===== src/rtl/simple_pkg.sv =====
// Shared constants and types for the SIMPLE core: opcode fields, phase bit
// indices and the register-index / word types used by the register file.
package simple_pkg;

  localparam logic [1:0] OP_LD  = 2'b00;
  localparam logic [1:0] OP_ALU = 2'b11;
  localparam logic [4:0] OP_LI  = 5'b10000;

  localparam int PH_RD = 1;
  localparam int PH_WB = 3;

  typedef logic [2:0]  reg_idx_t;
  typedef logic [15:0] word_t;

  // Operand source fields are fixed by the instruction encoding.
  function automatic reg_idx_t rd_a_idx(input word_t instr);
    return instr[13:11];
  endfunction

  function automatic reg_idx_t rd_b_idx(input word_t instr);
    return instr[10:8];
  endfunction

endpackage


===== src/rtl/rf_dest_dec.sv =====
// Destination-register decode: loads name their target in [13:11], every
// other instruction class (ALU/shift, LI) names it in [10:8].
module rf_dest_dec
  import simple_pkg::*;
(
  input  word_t    instr,
  output reg_idx_t wa_next
);

  always_comb begin
    wa_next = (instr[15:14] == OP_LD) ? instr[13:11] : instr[10:8];
  end

  logic unused_instr_bits;
  assign unused_instr_bits = ^instr[7:0];

endmodule


===== src/rtl/reg_file.sv =====
// Eight-entry general-purpose register file: phase-1 operand/destination
// capture, writeback on rf_enable, and a combinational debug read port.
module reg_file
  import simple_pkg::*;
#(
  parameter int NREG = 8,
  parameter int W    = 16
) (
  input  logic                    clk,
  input  logic                    rst_n,
  input  logic [4:0]              phase,
  input  logic [15:0]             instr,
  input  logic                    rf_enable,
  input  logic [W-1:0]            result,
  output logic [W-1:0]            ar,
  output logic [W-1:0]            br,
  input  logic [$clog2(NREG)-1:0] dbg_sel,
  output logic [W-1:0]            dbg_data
);

  logic [W-1:0] regs [NREG];
  reg_idx_t     wa;
  reg_idx_t     wa_next;
  reg_idx_t     ra_idx;
  reg_idx_t     rb_idx;
  logic         fwd_a;
  logic         fwd_b;

  rf_dest_dec u_dest_dec (
    .instr   (instr),
    .wa_next (wa_next)
  );

  assign ra_idx = rd_a_idx(instr);
  assign rb_idx = rd_b_idx(instr);

  // A write landing in the same cycle as a capture goes to the old wa, so the
  // operand must take the incoming result rather than the stale array entry.
  assign fwd_a = rf_enable && (wa == ra_idx);
  assign fwd_b = rf_enable && (wa == rb_idx);

  always_ff @(posedge clk or negedge rst_n) begin
    if (!rst_n) begin
      for (int i = 0; i < NREG; i++) begin
        regs[i] <= '0;
      end
      ar <= '0;
      br <= '0;
      wa <= '0;
    end else begin
      if (rf_enable) begin
        regs[wa] <= result;
      end
      if (phase[PH_RD]) begin
        ar <= fwd_a ? result : regs[ra_idx];
        br <= fwd_b ? result : regs[rb_idx];
        wa <= wa_next;
      end
    end
  end

  // Debug view shows only committed contents; no forwarding here.
  assign dbg_data = regs[dbg_sel];

  logic unused_phase_bits;
  assign unused_phase_bits = ^{phase[4:2], phase[0]};

endmodule


===== config.mk =====
export PLATFORM = sky130hd
export DESIGN_NAME = reg_file
export DESIGN_NICKNAME = d
export VERILOG_FILES = /design/src/rtl/simple_pkg.sv /design/src/rtl/rf_dest_dec.sv /design/src/rtl/reg_file.sv
export SDC_FILE = /design/constraint.sdc
export NUM_CORES = 1
export LEC_CHECK = 0
export ABC_AREA = 1
export BUFFER_PORTS_ARGS = -buffer_cell sky130_fd_sc_hd__buf_2
export CAP_MARGIN = 20
export CORE_MARGIN = 8
export CORE_UTILIZATION = 55
export CTS_CLUSTER_DIAMETER = 30
export DETAILED_ROUTE_END_ITERATION = 6
export PLACE_DENSITY = 0.78
export RECOVER_POWER = 100
export SYNTH_ARGS = -nofsm -noshare
export SYNTH_HDL_FRONTEND = slang
export SYNTH_SLANG_ARGS = --single-unit

===== constraint.sdc =====
create_clock -name clk -period 1.4 [get_ports clk]
set_clock_uncertainty 0.2 [all_clocks]
set_input_delay 0.21 -clock clk [delete_from_list [all_inputs] [get_ports clk]]
set_output_delay 0.21 -clock clk [all_outputs]
set_load 0.05 [all_outputs]

==> metrics.md, run 1 <==
| Metric | Value |
|---|---|
| Leading area contributor after synthesis | dfrtp_1 |
| Max clock buf depth | 2 |
| Cell variety after synth | 25 |
| Die Span X | 151 um |
| Num rows | 49 |
| Sequential cell area fraction in the yosys report | 0.406 |
| Gate Count Post-Synth | 1,518 |
| Synth top area share | 0.406 |
| Top cells by area, synth | dfrtp_1 41%, nand2_1 19%, nand3_1 12% |
| Overall routing resource usage | 0.955 |
| HPWL after detailed placement | 25.2 mm |
| Syn Std Cell Area | 10,000 um2 |
| Seq cells post-synth | 163 |
| Clock sink total | 163 |
| Last stage | global routing |
| GP Congestion | 0.978 |
| Largest net degree at the start of global routing | 55 |
| Die Height | 151 um |
| Grt ovf | 1,054 |
| Io pins | 91 |
| # port buffers | 78 |
| Post-DP Area | 12,400 um2 |
| Yosys warns | 0 |
| GRT worst endpoint | dbg_data[11] |
| Initial core utilization | 0.559 |
| Synthesized area per cell | 6.61 um2 |
| Worst ep type | primary output |
| CTS buffer count | 17 |
| Synth Net Count | 1,561 |
| H-tree depth | 4 |
| Err | [ERROR GRT-0232] Routing congestion too high. Check the congestion heatmap in the GUI. |
| Outcome | did not finish |
| Root Buffer | clkbuf_16 |
-- routing by layer --
layer  track usage  GRT overflow
met5         0.730            22
met4          1.04           294
met3         0.862            78
met2          1.08           577
met1         0.891            83
-- per-stage QoR --
| stage | utilization | std cells | worst slack (ps) | hold slack (ps) | TNS (ps) |
|---|---|---|---|---|---|
| 2_1_floorplan | - | 1518 | -35.6 | -286 | -569 |
| 3_3_place_gp | 0.692 | 1941 | -375 | -142 | -19630 |
| 3_5_place_dp | 0.692 | 1941 | -377 | -142 | -22420 |
| 4_1_cts | 0.846 | 2052 | -507 | 21.2 | -42290 |
-- cells in the mapped netlist (all sizes together) --
master / number
inv: 120
o21a: 11
clkinv: 6
nand3: 240
o21ai: 212
nor3: 1
buf: 56
nand2: 500
clkbuf: 48
dfrtp: 163
a21oi: 65
o22ai: 10
nor2: 86
-- cells by family after synthesis --
logic type | count (synthesis) | synth area share
simple gates | 827 | 0.346
compound gates | 298 | 0.153
buf+inv | 230 | 0.0946
flops | 163 | 0.406
-- repair_timing --
item	4_1_cts
pin swaps	48
hold buffers	18
setup endpoints to repair	208
gates cloned	29
endpoints found under the hold margin	198
resized for setup	470
buffers inserted	34
==> inputs of run 2 (changes only) <==
--- a/config.mk
+++ b/config.mk
@@ -9,10 +9,9 @@
 export BUFFER_PORTS_ARGS = -buffer_cell sky130_fd_sc_hd__buf_2
 export CAP_MARGIN = 20
 export CORE_MARGIN = 8
-export CORE_UTILIZATION = 55
-export CTS_CLUSTER_DIAMETER = 30
+export CORE_UTILIZATION = 40
 export DETAILED_ROUTE_END_ITERATION = 6
-export PLACE_DENSITY = 0.78
+export PLACE_DENSITY_LB_ADDON = 0.15
 export RECOVER_POWER = 100
 export SYNTH_ARGS = -nofsm -noshare
 export SYNTH_HDL_FRONTEND = slang
==> constraint.sdc (replaced) <==
create_clock -name clk -period 1.8 [get_ports clk]
set_clock_uncertainty 0.2 [all_clocks]
set_input_delay 0.27 -clock clk [delete_from_list [all_inputs] [get_ports clk]]
set_output_delay 0.27 -clock clk [all_outputs]
set_load 0.05 [all_outputs]
==> run 2 against run 1 <==
  * The flow now finishes, with violations (negative setup slack)
  * Area after synthesis is the same
  * Synthesized cell count is the same
==> metrics.md, run 2 <==
| Metric | Value |
|---|---|
| Fin. max-slew vios | 0 |
| Sequential cell area fraction in the yosys report | 0.406 (unchanged) |
| Post-route DRC | 0 |
| Fmax | 495 MHz |
| Drt pass-1 iters | 6 |
| Worst endpoint required time | 1330 ps |
| Layout Utilization | 0.506 |
| GRT met1 Usage | 0.351 |
| Top reg by flops | regs |
| Number of antenna violations at the first check in global routing | 1 |
| Yosys warns | 0 (unchanged) |
| DIE AREA | 30,400 um2 |
| Post-DP Area | 11,200 um2 (-9.7%) |
| Post-synth ARST share | 1.00 (unchanged) |
| Initial DRC Count | 1,253 |
| Seq cells post-synth | 163 (unchanged) |
| Tmin final | 2020 ps |
| Initial core utilization | 0.403 (-0.156) |
| Clk slew on worst S/H paths | 70 ps |
| Critical path buffer and inverter count | 2 |
| Crit. End Element | primary output |
| Largest regs | regs x128, ar x16, br x16 |
| GR peak layer | met2 |
| Max clock buf depth | 2 (unchanged) |
| Total Routed Length | 38.4 mm |
| Max reg flops | 128 |
| HP Class | in -> reg |
| Clk Latency, worst-skew pair | 440 ps |
| Setup violations, final | 19 |
| Leading cell types in the layout, fill and taps excluded | 494 x nand2_1, 239 x nand3_1, 162 x dfrtp_1 |
| H-tree depth | 4 (unchanged) |
| Clock sink total | 163 (unchanged) |
| Setup TNS | -2140 ps |
| NumNets Final | 1,706 |
| Overall routing resource usage | 0.245 |
| Vias | 10,900 |
| Startpoint types | flip-flop |
| Cells along the critical path | inv_2, a21oi_2, o21ai_1, nand3_1, o21a_1, buf_6 |
| Die Span X | 174 um (+15%) |
| Synth top area share | 0.406 (unchanged) |
| Die Height | 174 um (+15%) |
| Grt ovf | 0 |
| RSZ-0062 raised after global routing | yes |
| Number of flops mapped to enable cells by yosys | 0 (unchanged) |
| Met2 Use GR | 0.362 |
| Syn Std Cell Area | 10,000 um2 (unchanged) |
| Core ar. | 24,900 um2 |
| Leading cell type in the layout, fill and taps excluded | nand2_1 |
| CTS tree | built |
| Most common flop cell mapped by yosys | dfrtp_1 |
| Synth Net Count | 1,561 (unchanged) |
| Antenna Nets Post-Route | 0 |
| Worst-Margin Slew | 1140 ps |
| Routing usage on met3 | 0.0484 |
| Top cells by area, synth | dfrtp_1 41%, nand2_1 19%, nand3_1 12% |
| Root Buffer | clkbuf_16 |
| # port buffers | 78 (unchanged) |
| First-pass GRT wire length | 58.3 mm |
| Number of global-route vias before repair | 9,972 |
| Outcome | complete, but fails checks |
| WHS | 17.9 ps |
| Antenna diodes | 0 |
| Critical path's top delay family | flip-flops |
| Max Cap Violations | 0 |
| CTS buffer count | 17 (unchanged) |
| Fin worst setup slack | -219 ps |
| Largest net degree at the start of global routing | 57 |
| Leak pwr | 6.28 nW |
| GP Congestion | 0.879 (-10%) |
| Ratio of cells with drive above 1 in the final layout | 0.188 |
| Cell variety after synth | 25 (unchanged) |
| Commonest cells post-synth | 496 x nand2_1, 239 x nand3_1, 193 x o21ai_0 |
| Io pins | 91 (unchanged) |
| Failing checks | negative setup slack |
| CP max FO | 3 |
| Count leader, synth | nand2_1 |
| Reg2Reg Setup Slack | -40 ps |
| WS Path Type | reg -> out |
| Power Dens Cells | 1190 nW/um2 |
| Synthesized area per cell | 6.61 um2 (unchanged) |
| HPWL after detailed placement | 24.5 mm (-2.8%) |
| Via/cell ratio | 5.43 |
| Critical Path AT | 1550 ps |
| Crit-path slowest cell | dfrtp_1 |
| Area Growth Syn to Fin | 25.4% |
| Post-route cell area | 12,600 um2 |
| CP peak stage delay | 410 ps |
| Gate Count Post-Synth | 1,518 (unchanged) |
| Hold Vio Cnt, Final | 0 |
| Leading area contributor after synthesis | dfrtp_1 |
| Worst rel slew slack | 0.237 |
| Max IR drop VDD | 0.680 mV |
| Fin crit share | 1.12 |
| Fill count | 2,494 |
| Num rows | 58 (+18%) |
| WL per Instance | 19.2 um |
## run 2: final timing paths
check                               start      endpoint  depth (start not counted)
worst max-delay path             regs[29]  dbg_data[13]                          6
worst min-delay path            result[5]       regs[5]                          3
worst max register to register      wa[2]         br[8]                          8
worst min register to register     br[14]        br[14]                          2
max in group asynchronous           rst_n      regs[17]                          3
min in group asynchronous           rst_n      regs[87]                          2
## run 2: routing by layer
| layer | part of all wire | routed length [um] |
|---|---|---|
| met3 | 0.10 | 3910 |
| met5 | 0.00034 | 13 |
| met4 | 0.022 | 847 |
| met2 | 0.44 | 16800 |
| met1 | 0.44 | 16900 |
## run 2: logic make-up after synthesis
logic type	share of synthesized area
simple gates	0.346
buf+inv	0.0946
flops	0.406
compound gates	0.153
## run 2: repair_timing
action / 4_1_cts / 5_1_grt
resized for setup: 70 / 68
endpoints found under the setup margin: 16 / 31
pin swaps: 14 / 31
hold buffers: 12 / 0
gates cloned: 1 / 3
endpoints found under the hold margin: 181 / 0
buffers inserted: 44 / 22
## run 2: layout make-up
class,count,area (um2),share of cell area
Multi-Input combinational cell,1125,5080,0.403
Sequential cell,163,4080,0.324
Timing Repair Buffer,230,2000,0.158
Inverter,126,482,0.0383
Clock buffer,20,447,0.0355
Tap cell,330,413,0.0328
Clock inverter,12,97.6,0.00775
## run 2: where the power goes
| part | switching (mW) | internal (mW) |
|---|---|---|
| clock | 1.67 | 1.83 |
| combinational | 3.56 | 2.28 |
| sequential | 0.941 | 4.74 |
## run 2: per-stage QoR
step,std cells,worst slack [ps],power (mW)
finish,2006,-219,15.0
detailed placement,1892,-183,10.4
global placement,1892,-159,10.4
floorplan,1518,36.3,8.89
CTS,1981,-211,14.6
global route,2006,-286,16.0
## run 2: worst reg2reg max path, stage by stage, from the launching register on
cell	delay (ps)
dfrtp_1	460
inv_1	130
nand2_1	70
nand2_1	70
nor2_1	240
nand2_4	110
buf_12	150
nand3_1	180
a21oi_1	100
No activity file was read; power rests on OpenSTA's default activity.
